==> src/rtl/uart_io_dev_if.sv <==
// MIO bus register-access signals for the UART peripheral.
// The CPU side drives the strobes; the peripheral returns registered read data.
interface uart_io_dev_if;
  logic        cs;
  logic        we;
  logic        rd;
  logic [1:0]  addr;
  logic [31:0] din;
  logic [31:0] dout;

  modport master (output cs, we, rd, addr, din, input dout);
  modport slave  (input cs, we, rd, addr, din, output dout);
endinterface

==> src/rtl/uart_io_dev.sv <==
// Memory-mapped UART: 16x-oversampled RX/TX, independent FIFOs, programmable
// divisor, loopback, FIFO flush and sticky error flags behind four registers.
module uart_io_dev #(
  parameter int DATA_BITS       = 8,
  parameter int RX_DEPTH        = 16,
  parameter int TX_DEPTH        = 16,
  parameter int DEFAULT_DIVISOR = 52
) (
  input  logic         clk,
  input  logic         clrn,
  uart_io_dev_if.slave bus,
  input  logic         uart_rx,
  output logic         uart_tx,
  output logic         rx_ready,
  output logic         tx_full
);

  localparam int DB  = DATA_BITS;
  localparam int RAW = $clog2(RX_DEPTH);
  localparam int TAW = $clog2(TX_DEPTH);
  localparam logic [3:0]  LAST_BIT = 4'(DATA_BITS - 1);
  localparam logic [15:0] DIV_RST  = 16'(DEFAULT_DIVISOR);

  typedef enum logic [1:0] {S_IDLE, S_START, S_DATA, S_STOP} frame_state_t;

  // ---------------------------------------------------------------- bus decode
  logic rd_en, wr_en, data_wr, div_wr, ctrl_wr;
  logic rx_flush, tx_flush, clr_err;
  logic unused_din;

  assign rd_en    = bus.cs & bus.rd & ~bus.we;
  assign wr_en    = bus.cs & bus.we;
  assign data_wr  = wr_en & (bus.addr == 2'd0);
  assign div_wr   = wr_en & (bus.addr == 2'd2);
  assign ctrl_wr  = wr_en & (bus.addr == 2'd3);
  assign rx_flush = ctrl_wr & bus.din[1];
  assign tx_flush = ctrl_wr & bus.din[2];
  assign clr_err  = ctrl_wr & bus.din[3];
  assign unused_din = ^bus.din[31:16];

  // ------------------------------------------------------ baud tick generator
  logic [15:0] div_q, cnt_q, div_m1;
  logic        tick;
  logic        loopback_q;

  assign div_m1 = (div_q == 16'd0) ? 16'd0 : div_q - 16'd1;
  assign tick   = (cnt_q == 16'd0);

  // NOTE: state registers use non-blocking assignments so every flop samples
  // pre-edge values regardless of block ordering.
  always_ff @(posedge clk or negedge clrn) begin
    if (!clrn) begin
      div_q      <= DIV_RST;
      cnt_q      <= DIV_RST - 16'd1;
      loopback_q <= 1'b0;
    end else begin
      if (div_wr) begin
        div_q <= bus.din[15:0];
        cnt_q <= (bus.din[15:0] == 16'd0) ? 16'd0 : bus.din[15:0] - 16'd1;
      end else if (tick) begin
        cnt_q <= div_m1;
      end else begin
        cnt_q <= cnt_q - 16'd1;
      end
      if (ctrl_wr) loopback_q <= bus.din[0];
    end
  end

  // ------------------------------------------------------------------ RX FIFO
  logic [DB-1:0] rx_mem [RX_DEPTH];
  logic [RAW:0]  rx_wr_q, rx_wr_d, rx_rd_q, rx_rd_d, rx_count;
  logic          rx_empty_q, rx_full_q, rx_push, rx_pop, rx_push_ok, rx_pop_ok;
  logic [DB-1:0] rx_head, rx_shift_q;

  // NOTE: every always_comb output gets a default first so no path can infer a latch.
  always_comb begin
    rx_pop_ok  = rx_pop & ~rx_empty_q;
    rx_push_ok = rx_push & (~rx_full_q | rx_pop_ok);
    rx_wr_d    = rx_wr_q + {{RAW{1'b0}}, rx_push_ok};
    rx_rd_d    = rx_rd_q + {{RAW{1'b0}}, rx_pop_ok};
    if (rx_flush) begin
      rx_wr_d = '0;
      rx_rd_d = '0;
    end
  end

  always_ff @(posedge clk or negedge clrn) begin
    if (!clrn) begin
      rx_wr_q    <= '0;
      rx_rd_q    <= '0;
      rx_empty_q <= 1'b1;
      rx_full_q  <= 1'b0;
    end else begin
      rx_wr_q    <= rx_wr_d;
      rx_rd_q    <= rx_rd_d;
      rx_empty_q <= (rx_wr_d == rx_rd_d);
      rx_full_q  <= (rx_wr_d[RAW] != rx_rd_d[RAW]) &&
                    (rx_wr_d[RAW-1:0] == rx_rd_d[RAW-1:0]);
    end
  end

  // NOTE: FIFO storage is deliberately not reset; the pointers alone define validity.
  always_ff @(posedge clk) begin
    if (rx_push_ok) rx_mem[rx_wr_q[RAW-1:0]] <= rx_shift_q;
  end

  assign rx_head  = rx_mem[rx_rd_q[RAW-1:0]];
  assign rx_count = rx_wr_q - rx_rd_q;

  // ------------------------------------------------------------------ TX FIFO
  logic [DB-1:0] tx_mem [TX_DEPTH];
  logic [TAW:0]  tx_wr_q, tx_wr_d, tx_rd_q, tx_rd_d, tx_count;
  logic          tx_empty_q, tx_full_q, tx_pop, tx_push_ok, tx_pop_ok;
  logic [DB-1:0] tx_head;

  always_comb begin
    tx_pop_ok  = tx_pop & ~tx_empty_q;
    tx_push_ok = data_wr & (~tx_full_q | tx_pop_ok);
    tx_wr_d    = tx_wr_q + {{TAW{1'b0}}, tx_push_ok};
    tx_rd_d    = tx_rd_q + {{TAW{1'b0}}, tx_pop_ok};
    if (tx_flush) begin
      tx_wr_d = '0;
      tx_rd_d = '0;
    end
  end

  always_ff @(posedge clk or negedge clrn) begin
    if (!clrn) begin
      tx_wr_q    <= '0;
      tx_rd_q    <= '0;
      tx_empty_q <= 1'b1;
      tx_full_q  <= 1'b0;
    end else begin
      tx_wr_q    <= tx_wr_d;
      tx_rd_q    <= tx_rd_d;
      tx_empty_q <= (tx_wr_d == tx_rd_d);
      tx_full_q  <= (tx_wr_d[TAW] != tx_rd_d[TAW]) &&
                    (tx_wr_d[TAW-1:0] == tx_rd_d[TAW-1:0]);
    end
  end

  always_ff @(posedge clk) begin
    if (tx_push_ok) tx_mem[tx_wr_q[TAW-1:0]] <= bus.din[DB-1:0];
  end

  assign tx_head  = tx_mem[tx_rd_q[TAW-1:0]];
  assign tx_count = tx_wr_q - tx_rd_q;

  // --------------------------------------------------------------- RX FSM
  frame_state_t rx_state_q;
  logic [3:0]   rx_tick_q, rx_bit_q;
  logic [1:0]   sync_q;
  logic         rx_prev_q, rx_in, rx_stop_sample, tx_q;

  assign rx_in          = loopback_q ? tx_q : sync_q[1];
  assign rx_stop_sample = tick & (rx_state_q == S_STOP) & (rx_tick_q == 4'd15);
  assign rx_push        = rx_stop_sample & rx_in;
  assign rx_pop         = rd_en & (bus.addr == 2'd0);

  always_ff @(posedge clk or negedge clrn) begin
    if (!clrn) begin
      sync_q     <= 2'b11;
      rx_prev_q  <= 1'b1;
      rx_state_q <= S_IDLE;
      rx_tick_q  <= '0;
      rx_bit_q   <= '0;
      rx_shift_q <= '0;
    end else begin
      sync_q    <= {sync_q[0], uart_rx};
      rx_prev_q <= rx_in;
      unique case (rx_state_q)
        S_IDLE: if (rx_prev_q && !rx_in) begin
          rx_state_q <= S_START;
          rx_tick_q  <= '0;
        end
        S_START: if (tick) begin
          // Mid-start-bit check rejects glitches shorter than half a bit.
          if (rx_tick_q == 4'd7) begin
            rx_state_q <= rx_in ? S_IDLE : S_DATA;
            rx_tick_q  <= '0;
            rx_bit_q   <= '0;
          end else begin
            rx_tick_q <= rx_tick_q + 4'd1;
          end
        end
        S_DATA: if (tick) begin
          if (rx_tick_q == 4'd15) begin
            rx_tick_q  <= '0;
            rx_shift_q <= {rx_in, rx_shift_q[DB-1:1]};
            if (rx_bit_q == LAST_BIT) rx_state_q <= S_STOP;
            else                      rx_bit_q   <= rx_bit_q + 4'd1;
          end else begin
            rx_tick_q <= rx_tick_q + 4'd1;
          end
        end
        S_STOP: if (tick) begin
          if (rx_tick_q == 4'd15) begin
            rx_state_q <= S_IDLE;
            rx_tick_q  <= '0;
          end else begin
            rx_tick_q <= rx_tick_q + 4'd1;
          end
        end
        default: rx_state_q <= S_IDLE;
      endcase
    end
  end

  // --------------------------------------------------------------- TX FSM
  frame_state_t tx_state_q;
  logic [3:0]   tx_tick_q, tx_bit_q;
  logic [DB-1:0] tx_shift_q;

  // A frame is started from IDLE, or straight out of the last stop tick so
  // back-to-back frames carry no idle gap.
  assign tx_pop = tick & ~tx_empty_q &
                  ((tx_state_q == S_IDLE) ||
                   ((tx_state_q == S_STOP) && (tx_tick_q == 4'd15)));

  always_ff @(posedge clk or negedge clrn) begin
    if (!clrn) begin
      tx_state_q <= S_IDLE;
      tx_tick_q  <= '0;
      tx_bit_q   <= '0;
      tx_shift_q <= '0;
      tx_q       <= 1'b1;
    end else begin
      unique case (tx_state_q)
        S_IDLE: begin
          tx_q <= 1'b1;
          if (tx_pop) begin
            tx_state_q <= S_START;
            tx_tick_q  <= '0;
            tx_shift_q <= tx_head;
            tx_q       <= 1'b0;
          end
        end
        S_START: if (tick) begin
          if (tx_tick_q == 4'd15) begin
            tx_state_q <= S_DATA;
            tx_tick_q  <= '0;
            tx_bit_q   <= '0;
            tx_q       <= tx_shift_q[0];
            tx_shift_q <= {1'b0, tx_shift_q[DB-1:1]};
          end else begin
            tx_tick_q <= tx_tick_q + 4'd1;
          end
        end
        S_DATA: if (tick) begin
          if (tx_tick_q == 4'd15) begin
            tx_tick_q <= '0;
            if (tx_bit_q == LAST_BIT) begin
              tx_state_q <= S_STOP;
              tx_q       <= 1'b1;
            end else begin
              tx_bit_q   <= tx_bit_q + 4'd1;
              tx_q       <= tx_shift_q[0];
              tx_shift_q <= {1'b0, tx_shift_q[DB-1:1]};
            end
          end else begin
            tx_tick_q <= tx_tick_q + 4'd1;
          end
        end
        S_STOP: if (tick) begin
          if (tx_tick_q == 4'd15) begin
            tx_tick_q <= '0;
            if (tx_pop) begin
              tx_state_q <= S_START;
              tx_shift_q <= tx_head;
              tx_q       <= 1'b0;
            end else begin
              tx_state_q <= S_IDLE;
            end
          end else begin
            tx_tick_q <= tx_tick_q + 4'd1;
          end
        end
        default: tx_state_q <= S_IDLE;
      endcase
    end
  end

  // ------------------------------------------------ sticky flags and read port
  logic        rx_ovr_q, frame_err_q, tx_ovf_q;
  logic [31:0] dout_q, status;

  assign status = {8'd0, 8'(tx_count), 8'(rx_count), 2'b00,
                   tx_ovf_q, frame_err_q, rx_ovr_q,
                   tx_empty_q & (tx_state_q == S_IDLE), tx_full_q, ~rx_empty_q};

  always_ff @(posedge clk or negedge clrn) begin
    if (!clrn) begin
      rx_ovr_q    <= 1'b0;
      frame_err_q <= 1'b0;
      tx_ovf_q    <= 1'b0;
      dout_q      <= '0;
    end else begin
      // A new error in the same cycle as clear_err still sets its flag.
      rx_ovr_q    <= (rx_ovr_q    & ~clr_err) | (rx_push & ~rx_push_ok);
      frame_err_q <= (frame_err_q & ~clr_err) | (rx_stop_sample & ~rx_in);
      tx_ovf_q    <= (tx_ovf_q    & ~clr_err) | (data_wr & ~tx_push_ok);
      if (rd_en) begin
        unique case (bus.addr)
          2'd0: dout_q <= rx_empty_q ? 32'd0 : 32'(rx_head);
          2'd1: dout_q <= status;
          2'd2: dout_q <= {16'd0, div_q};
          2'd3: dout_q <= {31'd0, loopback_q};
          default: dout_q <= '0;
        endcase
      end
    end
  end

  assign bus.dout = dout_q;
  assign uart_tx  = tx_q;
  assign rx_ready = ~rx_empty_q;
  assign tx_full  = tx_full_q;

endmodule
==> src/flat_wrapper.sv <==
// flat-port wrapper written by rule: the top's interface ports become plain ports
module uart_io_dev_flat 
#(
  parameter int DATA_BITS       = 8,
  parameter int RX_DEPTH        = 16,
  parameter int TX_DEPTH        = 16,
  parameter int DEFAULT_DIVISOR = 52
)
  (clk, clrn, uart_rx, uart_tx, rx_ready, tx_full, bus_cs, bus_we, bus_rd, bus_addr, bus_din, bus_dout);
  uart_io_dev_if bus_i ();
  input  logic clk;
  input  logic clrn;
  input  logic uart_rx;
  output logic uart_tx;
  output logic rx_ready;
  output logic tx_full;
  input wire logic [$bits(bus_i.cs)-1:0] bus_cs;
  input wire logic [$bits(bus_i.we)-1:0] bus_we;
  input wire logic [$bits(bus_i.rd)-1:0] bus_rd;
  input wire logic [$bits(bus_i.addr)-1:0] bus_addr;
  input wire logic [$bits(bus_i.din)-1:0] bus_din;
  output wire logic [$bits(bus_i.dout)-1:0] bus_dout;
  assign bus_i.cs = bus_cs;
  assign bus_i.we = bus_we;
  assign bus_i.rd = bus_rd;
  assign bus_i.addr = bus_addr;
  assign bus_i.din = bus_din;
  assign bus_dout = bus_i.dout;
  uart_io_dev #(.DATA_BITS(DATA_BITS), .RX_DEPTH(RX_DEPTH), .TX_DEPTH(TX_DEPTH), .DEFAULT_DIVISOR(DEFAULT_DIVISOR)) u_core (.clk(clk), .clrn(clrn), .bus(bus_i), .uart_rx(uart_rx), .uart_tx(uart_tx), .rx_ready(rx_ready), .tx_full(tx_full));
endmodule
==> config.mk <==
export PLATFORM = sky130hd
export DESIGN_NAME = uart_io_dev_flat
export DESIGN_NICKNAME = d
export VERILOG_FILES = /design/src/rtl/uart_io_dev_if.sv /design/src/rtl/uart_io_dev.sv /design/src/flat_wrapper.sv
export SDC_FILE = /design/constraint.sdc
export NUM_CORES = 1
export LEC_CHECK = 0
export CORE_ASPECT_RATIO = 0.9
export CORE_MARGIN = 5
export CORE_UTILIZATION = 25
export DETAILED_ROUTE_END_ITERATION = 12
export PLACE_DENSITY = 0.4
export SYNTH_ARGS = -nofsm -noshare
export SYNTH_HDL_FRONTEND = slang
export SYNTH_SLANG_ARGS = --single-unit
==> constraint.sdc <==
create_clock -name clk -period 3.8 [get_ports clk]
set_input_delay 0.95 -clock clk [delete_from_list [all_inputs] [get_ports clk]]
set_output_delay 0.95 -clock clk [all_outputs]
set_load 0.02 [all_outputs]
==> metrics <==
outcome=complete, no violations; reg2reg end=u_core.tx_full; Final min period=3.327 ns; Nets=1430; Synth Area in Compound Gates=0.07438; cts bufs inserted=43; min-delay src=u_core.sync_q[0]; launch point of the worst reg-to-reg path=u_core.cnt_q[0]; largest net degree at the start of global routing=80; clk slew on worst S/H paths=0.06 ns; remaining antenna violation count=0; CTS tree=done; chip width=284.4 um; Total Die Area=73070 um2; post_cts resized=0; Worst Hold End=u_core.sync_q[1]; Layout Cells excl Fill=2267; Critical Path AT=3.83 ns; Mapped Area=16940 um2; initial antenna violation count=1; hold crit path type=flip-flop to flip-flop; FF+latch area=10730 um2; top cells by count, synth=edfxtp_1 (256), nand2_1 (120), dfrtp_1 (108); reg2reg path depth=15; Final setup viols=0; slew margin rel.=0.4480; clock skew=0.01934 ns; DRC viols=0; combinational family with the most area after synthesis=simple AND/OR/NAND/NOR gates; latest clock arrival within the worst-skew pair=0.58 ns; fraction of layout cells with a size suffix above 1=0.1644; DR vias=10484; number of max-cap violations=0; RSZ-0062 raised after global routing=false; Min-Delay Path Depth=0; HPWL reported at the end of detailed placement=32.28 mm; cell taking the most area after synthesis=edfxtp_1; post-DR vias/cell=4.625; IO Pins=75; wire per inst=20.64 um; placed insts=2188; fmax=300.6 MHz; Longest Clk Path Bufs=3; reg2reg setup slack=0.79 ns; Yosys top cell area share=0.4538; main area contributors after synthesis=edfxtp_1 (45%), dfrtp_1 (16%), mux4_2 (6.2%); initial drt markers=801; critical path launch point=bus_we; Adder-Cell Fraction of Synth Area=0.02378; Fin. Hold Viols=0; Area Overhead vs Synth=20.27%; share of flip-flops with an asynchronous set or reset=0.3210; Setup Crit Path Kind=input pin to flip-flop; leakage power=7.503 nW; Cell variety after synth=70; Data required, critical path=4.30 ns; Setup TNS=0 ns; Mean Syn Cell Area=13.66 um2; CTS root buffer=clkbuf_16; Die H=257.0 um; clock sinks=377; diode count=0; I/O Buffers=47; Slew Limit Fails=0; Post-synth EDFFs=256; startpoint types=input pin; cells after synthesis=1240; worst slew pin tran=0.8279 ns; global-route wire length before repair=70.13 mm; Rows=90; Synth Warn #=0; TritonRoute pass-1 iters=6; gpl congestion=0.7647; Starting Density=0.2524; CP endpoint kind=flip-flop; PwrDens=576.8 nW/um2; period utilization=0.8756; top_reg_cell synth=edfxtp_1; H-tree levels=2; Total Wirelength=46.80 mm; post-synthesis mux area share=0.1016; XOR/XNOR share of the synthesized area=0.03464; gr usage total=0.1255; post-synthesis sequential area ratio=0.6335; Multi-input gate area=5807 um2; number of global-route vias before repair=10620; total grt overflow=0; Post CTS Setup Buffer Count=0; synthesis-stage register bit count=377; worst-path fanout max=2; IR Drop Worst-Case VDD=0.0003567 V; fillers=6748; count leader, synth=edfxtp_1; Post-Synth Simple-Gate Area=0.1058; Core ar.=67110 um2; Hold Buf Count CTS=0
[state kept, by name (all words and copies together), names as in the netlist, 5 cells and up, named ones only]
signal	count
u_core.bus.dout	21
u_core.cnt_q	16
u_core.tx_shift_q	8
u_core.rx_rd_q	5
u_core.rx_wr_q	5
u_core.tx_wr_q	5
u_core.tx_rd_q	5
u_core.rx_shift_q	8
u_core.div_q	16
u_core.rx_mem	128
u_core.tx_mem	128
[per-stage QoR]
step	cell area (um2)	utilization	power (mW)	hold slack (ns)	setup WS, ns
global route	20370	0.3036	12.37	0.3576	0.3221
global placement	18880	0.2813	7.504	0.3506	-0.1331
detailed placement	18880	0.2813	7.512	0.3478	-0.1442
CTS	20370	0.3036	11.94	0.3568	0.4649
finish	20370	0.3036	11.75	0.3553	0.4729
floorplan	16980	-	6.653	0.3452	0.4021
[power breakdown]
| group | internal [mW] | switching [mW] |
|---|---|---|
| sequential | 4.69 | 0.427 |
| combinational | 0.987 | 1.30 |
| clock | 2.60 | 1.75 |
| total | 8.28 | 3.47 |
[critical path, cell delays in order]
cell             delay [ns]
clkdlybuf4s50_1        0.42
nand3b_1               0.18
buf_4                  0.18
or4_1                  0.48
a2111oi_4              0.41
ha_1                   0.24
ha_1                   0.18
nand3_1                0.09
xor2_1                 0.18
nor2_1                 0.17
xor2_1                 0.20
nor2b_1                0.15
[worst max path at each step]
stage                                endpoint  slack, ns  cells past startpoint
after floorplan           u_core.rx_mem[0][0]       0.40                      6
after global placement       u_core.rx_full_q      -0.13                     12
after detailed placement     u_core.rx_full_q      -0.14                     12
after CTS                    u_core.rx_full_q       0.46                     12
after global routing         u_core.rx_full_q       0.32                     12
final                        u_core.rx_full_q       0.47                     12
[cells in the final DEF, fill, tap and decap left out, types with 14 or more instances in the layout]
| master | count |
|---|---|
| a211oi_1 | 15 |
| mux2_1 | 15 |
| buf_4 | 81 |
| mux4_2 | 47 |
| nor4_1 | 17 |
| nor2_1 | 82 |
| a22oi_1 | 15 |
| nand2_1 | 120 |
| clkdlybuf4s50_1 | 46 |
| o22ai_1 | 25 |
| o21ai_0 | 35 |
| inv_1 | 33 |
| o21ai_1 | 14 |
| dfrtp_1 | 106 |
| xnor2_1 | 42 |
| ha_1 | 29 |
| edfxtp_1 | 256 |
| nand3_1 | 30 |
| mux2i_1 | 46 |
| clkbuf_16 | 44 |
| xor2_1 | 25 |
| a21oi_1 | 25 |
| nor3_1 | 35 |
[metal layers]
| layer | GRT usage | share of wire | vias to the layer above |
|---|---|---|---|
| met5 | 0 | 0 | - |
| met4 | 0.02556 | 0.016 | 0 |
| met3 | 0.02212 | 0.043 | 54 |
| met2 | 0.1973 | 0.46 | 215 |
| met1 | 0.1831 | 0.48 | 5298 |
| li1 | - | - | 4917 |
[area by class of cell]
cell class              instances  share of cell area
clock inverters                22             0.01388
flip-flops and latches        377              0.5268
multi-input cells             773              0.2850
inverters                      34            0.006264
repair buffers                130             0.05496
clock buffers                  57             0.05938
well taps                     874             0.05367
[logic make-up after synthesis]
logic type / Yosys count
buffers and inverters: 100
multiplexers: 111
flip-flops: 377
AND/OR/NAND/NOR: 363
XOR/XNOR: 67
adder cells (fa/ha/maj): 31
other: 1
AO/OA/AOI/OAI: 190
(Power assumes the default switching activity.)
